`config.mk`:
```
export PLATFORM = sky130hd
export DESIGN_NAME = alu_wb_scheduler
export DESIGN_NICKNAME = d
export VERILOG_FILES = /design/src/rtl/alu_wb_sched_pkg.sv /design/src/rtl/alu_wb_reservation.sv /design/src/rtl/alu_wb_scheduler.sv
export SDC_FILE = /design/constraint.sdc
export NUM_CORES = 1
export LEC_CHECK = 0
export CORE_UTILIZATION = 57
export CTS_CLUSTER_DIAMETER = 60
export DETAILED_ROUTE_END_ITERATION = 10
export PLACE_DENSITY = 0.9
export SETUP_SLACK_MARGIN = 0.5
export SLEW_MARGIN = 20
export SYNTH_ARGS = -nofsm -noshare
export SYNTH_HDL_FRONTEND = slang
export SYNTH_HIERARCHICAL = 1
export SYNTH_SLANG_ARGS = --single-unit
```
`constraint.sdc`:
```
create_clock -name clk_i -period 9.6 [get_ports clk_i]
set_input_delay 1.92 -clock clk_i [delete_from_list [all_inputs] [get_ports clk_i]]
set_output_delay 1.92 -clock clk_i [all_outputs]
set_load 0.05 [all_outputs]
```
`src/rtl/alu_wb_sched_pkg.sv`:
```
// Shared types and helpers for the ALU write-back scheduler: unit classes,
// per-class latency and the one-hot unit encoding.
package alu_wb_sched_pkg;

    typedef enum logic [2:0] {
        CLS_ADDSUB  = 3'd0,
        CLS_SHIFT   = 3'd1,
        CLS_LOGIC   = 3'd2,
        CLS_MULHI   = 3'd3,
        CLS_MULLO   = 3'd4,
        CLS_COM     = 3'd5,
        CLS_MAC     = 3'd6,
        CLS_ILLEGAL = 3'd7
    } alu_class_e;

    localparam int ALU_NUM_UNITS = 7;

    function automatic int class_lat(input alu_class_e cls, input int mul_lat, input int mac_lat);
        case (cls)
            CLS_MULHI, CLS_MULLO: class_lat = mul_lat;
            CLS_MAC:              class_lat = mac_lat;
            default:              class_lat = 1;
        endcase
    endfunction

    // The illegal class maps to no unit at all.
    function automatic logic [ALU_NUM_UNITS-1:0] class_onehot(input alu_class_e cls);
        case (cls)
            CLS_ADDSUB: class_onehot = 7'b0000001;
            CLS_SHIFT:  class_onehot = 7'b0000010;
            CLS_LOGIC:  class_onehot = 7'b0000100;
            CLS_MULHI:  class_onehot = 7'b0001000;
            CLS_MULLO:  class_onehot = 7'b0010000;
            CLS_COM:    class_onehot = 7'b0100000;
            CLS_MAC:    class_onehot = 7'b1000000;
            default:    class_onehot = 7'b0000000;
        endcase
    endfunction

endpackage

```
`src/rtl/alu_wb_reservation.sv`:
```
// Write-back slot shift register. Slot k holds the result due k cycles from now.
// Provides one write port, an occupancy query and the head entry.
module alu_wb_reservation
    import alu_wb_sched_pkg::*;
#(
    parameter int MAX_LAT = 4,
    parameter int TAG_W   = 4,
    parameter int IDX_W   = 3
) (
    input  logic             clk,
    input  logic             rst,
    input  logic             flush,
    input  logic             wr_en,
    input  logic [IDX_W-1:0] wr_idx,
    input  logic [2:0]       wr_class,
    input  logic [TAG_W-1:0] wr_tag,
    input  logic [IDX_W-1:0] query_idx,
    output logic             query_busy,
    output logic             head_valid,
    output logic [2:0]       head_class,
    output logic [TAG_W-1:0] head_tag,
    output logic             busy
);

    logic [MAX_LAT-1:0] valid_r;
    logic [2:0]         class_r [MAX_LAT];
    logic [TAG_W-1:0]   tag_r   [MAX_LAT];

    logic [MAX_LAT-1:0] up_valid_s;
    logic [2:0]         up_class_s [MAX_LAT];
    logic [TAG_W-1:0]   up_tag_s   [MAX_LAT];

    // Each slot's shifted-in value; the top slot always receives an empty entry.
    for (genvar g = 0; g < MAX_LAT; g++) begin : g_shift
        if (g == MAX_LAT - 1) begin : g_top
            assign up_valid_s[g] = 1'b0;
            assign up_class_s[g] = 3'd0;
            assign up_tag_s[g]   = '0;
        end else begin : g_mid
            assign up_valid_s[g] = valid_r[g+1];
            assign up_class_s[g] = class_r[g+1];
            assign up_tag_s[g]   = tag_r[g+1];
        end
    end

    // Slot register: clear on reset/flush, otherwise shift down and apply the write.
    always_ff @(posedge clk) begin
        if (rst || flush) begin
            valid_r <= '0;
            for (int i = 0; i < MAX_LAT; i++) begin
                class_r[i] <= 3'd0;
                tag_r[i]   <= '0;
            end
        end else begin
            for (int i = 0; i < MAX_LAT; i++) begin
                if (wr_en && (wr_idx == IDX_W'(i))) begin
                    valid_r[i] <= 1'b1;
                    class_r[i] <= wr_class;
                    tag_r[i]   <= wr_tag;
                end else begin
                    valid_r[i] <= up_valid_s[i];
                    class_r[i] <= up_class_s[i];
                    tag_r[i]   <= up_tag_s[i];
                end
            end
        end
    end

    // Occupancy lookup; an index of MAX_LAT lies beyond the register and reads as free.
    always_comb begin
        query_busy = 1'b0;
        for (int i = 0; i < MAX_LAT; i++) begin
            if (query_idx == IDX_W'(i)) begin
                query_busy = valid_r[i];
            end else begin
                query_busy = query_busy;
            end
        end
    end

    assign head_valid = valid_r[0];
    assign head_class = class_r[0];
    assign head_tag   = tag_r[0];
    assign busy       = |valid_r;

endmodule

```
`src/rtl/alu_wb_scheduler.sv`:
```
// ALU write-back scheduler: issue handshake, latency-based slot reservation and result-mux select decode.
// Optional macro ALU_WB_SCHED_PERF_EN adds a saturating issue-stall counter output.
module alu_wb_scheduler
    import alu_wb_sched_pkg::*;
#(
    parameter int TAG_W   = 4,
    parameter int MUL_LAT = 3,
    parameter int MAC_LAT = 4
) (
    input  logic             clk_i,
    input  logic             rst_i,
    input  logic             issue_valid_i,
    output logic             issue_ready_o,
    input  logic [2:0]       issue_class_i,
    input  logic [TAG_W-1:0] issue_tag_i,
    input  logic             flush_i,
    output logic [6:0]       fu_start_o,
    output logic             addsub_sel_o,
    output logic             shift_sel_o,
    output logic             logic_sel_o,
    output logic             mul_sel_hi_o,
    output logic             mul_sel_low_o,
    output logic             com_sel_o,
    output logic             mac_sel_o,
    output logic             wb_valid_o,
    output logic [TAG_W-1:0] wb_tag_o,
    output logic             illegal_o,
`ifdef ALU_WB_SCHED_PERF_EN
    output logic [15:0]      stall_cnt_o,
`endif
    output logic             busy_o
);

    localparam int MUL_MAC_MAX = (MUL_LAT > MAC_LAT) ? MUL_LAT : MAC_LAT;
    localparam int MAX_LAT     = (MUL_MAC_MAX > 1) ? MUL_MAC_MAX : 1;
    localparam int IDX_W       = $clog2(MAX_LAT + 1);

    alu_class_e                   cls_s;
    logic [IDX_W-1:0]             lat_s;
    logic [IDX_W-1:0]             wr_idx_s;
    logic                         slot_busy_s;
    logic                         ready_s;
    logic                         accept_s;
    logic                         reserve_s;
    logic                         head_valid_s;
    logic [2:0]                   head_class_s;
    logic [TAG_W-1:0]             head_tag_s;
    logic                         any_busy_s;
    logic [ALU_NUM_UNITS-1:0]     sel_s;
    logic [TAG_W-1:0]             tag_s;
    logic [ALU_NUM_UNITS-1:0]     start_s;
    logic                         illegal_r;

    assign cls_s     = alu_class_e'(issue_class_i);
    assign lat_s     = IDX_W'(class_lat(cls_s, MUL_LAT, MAC_LAT));
    assign wr_idx_s  = lat_s - IDX_W'(1);
    assign accept_s  = issue_valid_i && ready_s;
    assign reserve_s = accept_s && (cls_s != CLS_ILLEGAL);

    // Accept when the slot the op would land in is still free as it shifts down.
    always_comb begin
        ready_s = 1'b0;
        if (flush_i) begin
            ready_s = 1'b0;
        end else if (cls_s == CLS_ILLEGAL) begin
            ready_s = 1'b1;
        end else if (lat_s == IDX_W'(MAX_LAT)) begin
            ready_s = 1'b1;
        end else begin
            ready_s = !slot_busy_s;
        end
    end

    // Unit start strobe in the issue cycle.
    always_comb begin
        start_s = 7'b0000000;
        if (accept_s) begin
            start_s = class_onehot(cls_s);
        end else begin
            start_s = 7'b0000000;
        end
    end

    alu_wb_reservation #(
        .MAX_LAT (MAX_LAT),
        .TAG_W   (TAG_W),
        .IDX_W   (IDX_W)
    ) u_resv (
        .clk        (clk_i),
        .rst        (rst_i),
        .flush      (flush_i),
        .wr_en      (reserve_s),
        .wr_idx     (wr_idx_s),
        .wr_class   (issue_class_i),
        .wr_tag     (issue_tag_i),
        .query_idx  (lat_s),
        .query_busy (slot_busy_s),
        .head_valid (head_valid_s),
        .head_class (head_class_s),
        .head_tag   (head_tag_s),
        .busy       (any_busy_s)
    );

    // Result-mux select and tag decoded from the head slot.
    always_comb begin
        sel_s = 7'b0000000;
        tag_s = '0;
        if (head_valid_s) begin
            sel_s = class_onehot(alu_class_e'(head_class_s));
            tag_s = head_tag_s;
        end else begin
            sel_s = 7'b0000000;
            tag_s = '0;
        end
    end

    // Illegal-class pulse, one cycle after the discard.
    always_ff @(posedge clk_i) begin
        if (rst_i) begin
            illegal_r <= 1'b0;
        end else begin
            illegal_r <= accept_s && (cls_s == CLS_ILLEGAL);
        end
    end

`ifdef ALU_WB_SCHED_PERF_EN
    logic [15:0] stall_cnt_r;

    // Saturating count of cycles an offered op was held back by a busy slot.
    always_ff @(posedge clk_i) begin
        if (rst_i) begin
            stall_cnt_r <= 16'h0000;
        end else if (issue_valid_i && !ready_s && !flush_i && (stall_cnt_r != 16'hFFFF)) begin
            stall_cnt_r <= stall_cnt_r + 16'h0001;
        end else begin
            stall_cnt_r <= stall_cnt_r;
        end
    end

    assign stall_cnt_o = stall_cnt_r;
`endif

    assign issue_ready_o = ready_s;
    assign fu_start_o    = start_s;
    assign addsub_sel_o  = sel_s[0];
    assign shift_sel_o   = sel_s[1];
    assign logic_sel_o   = sel_s[2];
    assign mul_sel_hi_o  = sel_s[3];
    assign mul_sel_low_o = sel_s[4];
    assign com_sel_o     = sel_s[5];
    assign mac_sel_o     = sel_s[6];
    assign wb_valid_o    = |sel_s;
    assign wb_tag_o      = tag_s;
    assign illegal_o     = illegal_r;
    assign busy_o        = any_busy_s;

endmodule

```
Word-level counts from Yosys, hierarchy flattened
Memories as Yosys holds them, arrays and structs flattened.
Cells that the tools add are included.
Storage, ports and cells
  latch bits: 0
  logic and storage cells: 116
  memories: 2
  input bits: 11
  bits in writable memories: 28
  register bits after elaboration: 5
  bits in read-only memories: 0
Memory list
  u_resv.tag_r: words 4, bits a word 4, read ports 4, clocked after Yosys merged registers in 0, wr ports 4, line alu_wb_reservation.sv:27  | logic [TAG_W-1:0] tag_r [MAX_LAT];
  u_resv.class_r: words 4, bits a word 3, read ports 4, clocked after Yosys merged registers in 0, wr ports 4, line alu_wb_reservation.sv:26  | logic [2:0] class_r [MAX_LAT];
Cells by class
  bitwise logic cells: 16
  shift-type cells: 0
  add/subtract/negate cells: 1
  div/mod/pow operators: 0
  multipliers: 0
  order comparisons: 0
  equality and inequality tests: 21
  reductions and logical operators: 16
  mux-type cells: 58
Operators with widths (count)
  $pmux 7 s7: 2
  $mux 1: 36
  $mux 4: 9
  $eq 3x2->1 const B: 8
  $eq 3x3->1 const B: 8
  $mux 3: 8
  $or 1x1->1: 16
  $mux 7: 2
  $eq 3x1->1 const B: 4
  $logic_not 3->1: 4
  $logic_and 1x1->1: 7
  $reduce_or 7->1: 1
  $pmux 3 s2: 1
  $reduce_or 4->1: 1
  $ne 3x3->1 const B: 1
  $sub 3x1->3 const B: 1
  $reduce_or 2->1: 1
  $logic_not 1->1: 1
  $logic_or 1x1->1: 1

Logic depth before layout (Yosys ltp)
  depth after elaboration: 20
  gate-level depth with buffers: 10
  gate-level depth less buffers: 8

Cells and area by module
Netlist, hierarchy kept.
Modules (own cells, without submodules)
  alu_wb_reservation: seq. area each 920.9 um^2, cells an instance 130, times used 1, area an instance 1690.4 um^2
  alu_wb_scheduler: seq. area each 20.0 um^2, cells an instance 45, times used 1, area an instance 279.0 um^2

Worst setup path after synthesis
Ideal clock, no wire load.
  kind: input -> output
  start point: input port issue_class_i[0]
  end point: output port fu_start_o[0]
  setup slack: 2.866 ns
  arrival: 4.814 ns
  cell stages on the path: 7
  cell sequence: clkbuf_1 or3b_1 o21ai_0 mux4_2 nor2b_1 or4b_4 nor3_1
Between the ends
  longest elaborated chain between the ends: 14
RTL lines
  from (decl): line alu_wb_scheduler.sv:14  | input logic [2:0] issue_class_i,
  $eq 3x3->1 / $eq 3x2->1 (equally long branches): line alu_wb_sched_pkg.sv:19  | case (cls)
  $reduce_or 2->1: line alu_wb_sched_pkg.sv:19
  $pmux 3 s2 *: line alu_wb_sched_pkg.sv:19
  via lat_s[1]: line alu_wb_scheduler.sv:39  | logic [IDX_W-1:0] lat_s;
  $logic_not 3->1: line alu_wb_reservation.sv:73  | if (query_idx == IDX_W'(i)) begin
  $mux 1 (3 in series): line alu_wb_reservation.sv:73
  $mux 1 *: line alu_wb_reservation.sv:73
  via slot_busy_s: line alu_wb_scheduler.sv:41  | logic slot_busy_s;
  $logic_not 1->1 *: line alu_wb_scheduler.sv:70  | ready_s = !slot_busy_s;
  $mux 1 *: line alu_wb_scheduler.sv:67  | end else if (lat_s == IDX_W'(MAX_LAT)) begin
  $mux 1 *: line alu_wb_scheduler.sv:65  | end else if (cls_s == CLS_ILLEGAL) begin
  $mux 1 *: line alu_wb_scheduler.sv:63  | if (flush_i) begin
  $logic_and 1x1->1 *: line alu_wb_scheduler.sv:57  | assign accept_s = issue_valid_i && ready_s;
  $mux 7 *: line alu_wb_scheduler.sv:77  | if (accept_s) begin
  to (decl): line alu_wb_scheduler.sv:17  | output logic [6:0] fu_start_o,
The timed path passes the listed nets; every way through them passes the cells marked *.

Worst setup path in the final report
  start point: input port issue_class_i[2]
  end point: output port fu_start_o[2]
The elaborated chain is that of the path after synthesis.

==> metrics.md <==
| Metric | Value |
|---|---|
| Status | `complete, no violations` |
| Layer carrying the most global-route usage | `met2` |
| Worst Tran Pin Value | `just over 900 ps` |
| Finished Core Util | `0.768` |
| Final Max Slew Viols | `0` |
| Reg-to-Reg End | `u_resv/tag_r[0][1]` |
| DR iter-0 viols | `32` |
| Die area | `between 3000 and 4000 um^2` |
| Setup crit end kind | `primary output` |
| Final wirelength | `roughly 3800 um` |
| Vias per Instance | `just over 5` |
| YS warnings | `6` |
| Port bufs | `32` |
| Crit path largest cell delay | `820 ps` |
| Synthesized netlist cell count | `between 150 and 200` |
| Startpoint types | `primary input` |
| Commonest cells in the netlist | `28 x edfxtp_1, 22 x mux2i_1, 21 x or3b_2` |
| Die Y | `between 60 and 70 um` |
| Crit share post-route | `0.758` |
| Ys async rst share | `0` |
| Register-to-Register Path Depth | `6` |
| Cell Rows | `20` |
| Post-synth top flop | `edfxtp_1` |
| Crit path cell chain | `clkdlybuf4s50_1 > or3b_1 > o21ai_0 > mux4_2 > nor2b_1 > or4b_4 > nor3b_2 > clkdlybuf4s50_1` |
| Fin Setup TNS | `0 ps` |
| Grt total ovfl | `0` |
| Hold depth | `2` |
| RSZ-0062 raised after global routing | `no` |
| CTS root buf | `clkbuf_4` |
| Num ports | `33` |
| Area added between synthesis and finish | `23.0%` |
| Crit Path Max Fanout | `11` |
| Hold Path Class | `flop to flop` |
| Netlist Area Pre-Place | `just under 2000 um^2` |
| Worst path required time | `approximately 7700 ps` |
| Slowest cell on crit path | `clkdlybuf4s50_1` |
| Layout cell share with drive strength beyond 1 | `0.141` |
| Post-synth EDFFs | `28` |
| Gate power share | `0.115` |
| Gpl congestion | `approximately 0.84` |
| Register bit count reported by yosys | `33` |
| Vias in the first global route | `1230` |
| MaxCap Viol Count | `0` |
| Largest net degree at the start of global routing | `35` |
| Slew HR | `0.385` |
| Peak supply drop | `0.0932 mV` |
| Cell-internal power | `around 0.23 mW` |
| Dominant cells by area after synthesis | `edfxtp_1 43%, mux2i_1 11%, or3b_2 9.3%, dfxtp_1 5.1%, or3b_1 3.6%` |
| Met2 GRT Util | `0.396` |
| Switching Share | `0.231` |
| Psw | `0.0691 mW` |
| CTS clk-pin slew, worst paths | `~100 ps` |
| Proportion of power drawn by flip-flops and latches | `0.547` |
| Clock Latency Late Sink | `between 300 and 400 ps` |
| Post-CTS Setup Bufs | `0` |
| Routed Antenna Nets | `0` |
| Residual DRC count | `0` |
| H-tree depth | `2` |
| Gr usage total | `0.224` |
| CTS tree | `yes` |
| FF-to-FF setup slack | `6420 ps` |
| Post-layout minimum cycle time | `slightly above 7000 ps` |
| Grt met3 use | `0.0448` |
| Die X | `approximately 61 um` |
| Clk buf depth | `2` |
| Hold Crit Start | `u_resv/valid_r[1]` |
| First-pass GRT wire length | `approximately 5700 um` |
| Most frequent cell after synthesis | `edfxtp_1` |
| Average size of a mapped cell | `11.3 um^2` |
| Clk_skew | `5.46 ps` |
| Top cell type's share of synthesized area | `0.427` |
| RR Startpoint | `u_resv/valid_r[0]` |
| Core area | `3150 um^2` |
| Initial Util | `0.625` |
| Final #Nets | `around 240` |
| Num CTS Buffers | `5` |
| CP Class | `primary input to primary output` |
| # resized after CTS | `0` |
| Clock sinks | `33` |
| Met1 capacity usage during global routing | `0.260` |
| PD cells | `123 nW/um^2` |
| WP data arrival | `approximately 5400 ps` |
| Cell taking the most area after synthesis | `edfxtp_1` |
| Placed wire-length estimate | `2770 um` |
| WHS Endpoint | `u_resv/valid_r[0]` |
| Vias | `between 1000 and 1500` |
| Cell variety after synth | `33` |
| Final-report hold violation count | `0` |
| Clock group share of total power | `0.339` |
| First drt pass iteration count | `4` |
| # diodes | `0` |
| Initial antenna violation count | `0` |
| Setup violators final | `0` |
| Avg WL per Cell | `approximately 14 um` |
| Leakage | `0.975 nW` |
| Critical path's most frequent cell | `clkdlybuf4s50_1` |
| Hold_buf cts | `0` |
| Fmax | `between 100 and 150 MHz` |
| Seq/Total Area, Yosys | `0.478` |
worst max-delay path by stage:
stage                startpoint             to  slack (ps)  cells past startpoint
5_1_grt        issue_class_i[2]  fu_start_o[2]        2210                      8
4_1_cts        issue_class_i[2]  fu_start_o[2]        2340                      8
3_5_place_dp   issue_class_i[2]  fu_start_o[2]        2360                      8
2_1_floorplan  issue_class_i[0]  fu_start_o[0]        2870                      7
3_3_place_gp   issue_class_i[2]  fu_start_o[2]        2440                      8
6_report       issue_class_i[2]  fu_start_o[2]        2330                      8
cell families after synthesis:
logic type	after synthesis	share of synthesized area
other	2	0.00381
AND/OR/NAND/NOR	78	0.285
multiplexers	23	0.123
flip-flops	33	0.478
AO/OA/AOI/OAI	7	0.0254
buffers and inverters	32	0.0845
per-stage QoR:
| step | cell area (um^2) | worst slack [ps] | power [mW] | hold WS (ps) | std cells |
|---|---|---|---|---|---|
| after floorplan | 2090 | 2870 | 0.192 | 429 | 207 |
| after global placement | 2350 | 2440 | 0.198 | 461 | 263 |
| after detailed placement | 2350 | 2360 | 0.200 | 486 | 263 |
| after CTS | 2420 | 2340 | 0.299 | 500 | 271 |
| after global routing | 2420 | 2210 | 0.308 | 528 | 271 |
| final | 2420 | 2330 | 0.299 | 500 | 271 |
area by class of cell:
type	count	area [um^2]
clock buffers	6	41.3
clock inverters	2	33.8
fillers	229	731
inverters	11	41.3
multi-input cells	142	982
flip-flops and latches	33	941
well taps	44	55.1
repair buffers	33	328
cell usage in the layout, fill, tap and decap left out, drive strengths merged, types with 2 or more instances in the layout:
cell,count
nand2,3
clkdlybuf4s50,32
nor3,11
or4b,2
nand2b,6
o21a,2
or3b,29
inv,11
conb,34
a21boi,2
and2,4
mux2i,22
clkbuf,6
nand4bb,4
dfxtp,5
edfxtp,28
nor2,12
power by group through the flow:
| stage | combinational (mW) | sequential (mW) | clock, mW |
|---|---|---|---|
| 6_report | 0.0343 | 0.163 | 0.101 |
| 5_1_grt | 0.0370 | 0.164 | 0.107 |
| 4_1_cts | 0.0335 | 0.163 | 0.102 |
| 3_5_place_dp | 0.0334 | 0.167 | 0 |
| 3_3_place_gp | 0.0318 | 0.166 | 0 |
| 2_1_floorplan | 0.0265 | 0.166 | 0 |
flip-flops by register name, summed over array words and instances (netlist names):
| register | count |
|---|---|
| u_resv/valid_r | 4 |
| illegal_o | 1 |
| u_resv/class_r | 12 |
| u_resv/tag_r | 16 |
critical path, delay by kind of cell:
kind / cells / cell delay (ps)
AO/OA/AOI/OAI: 1 / 110
multiplexers: 1 / 530
buffers and inverters: 2 / 1500
AND/OR/NAND/NOR: 4 / 1290
per-layer routing:
metal	vias to the layer above	part of all wire
li1	691	-
met1	661	0.41
met2	37	0.53
met3	8	0.037
met4	0	0.021
met5	-	0
Power figures use the tool's default switching activity.
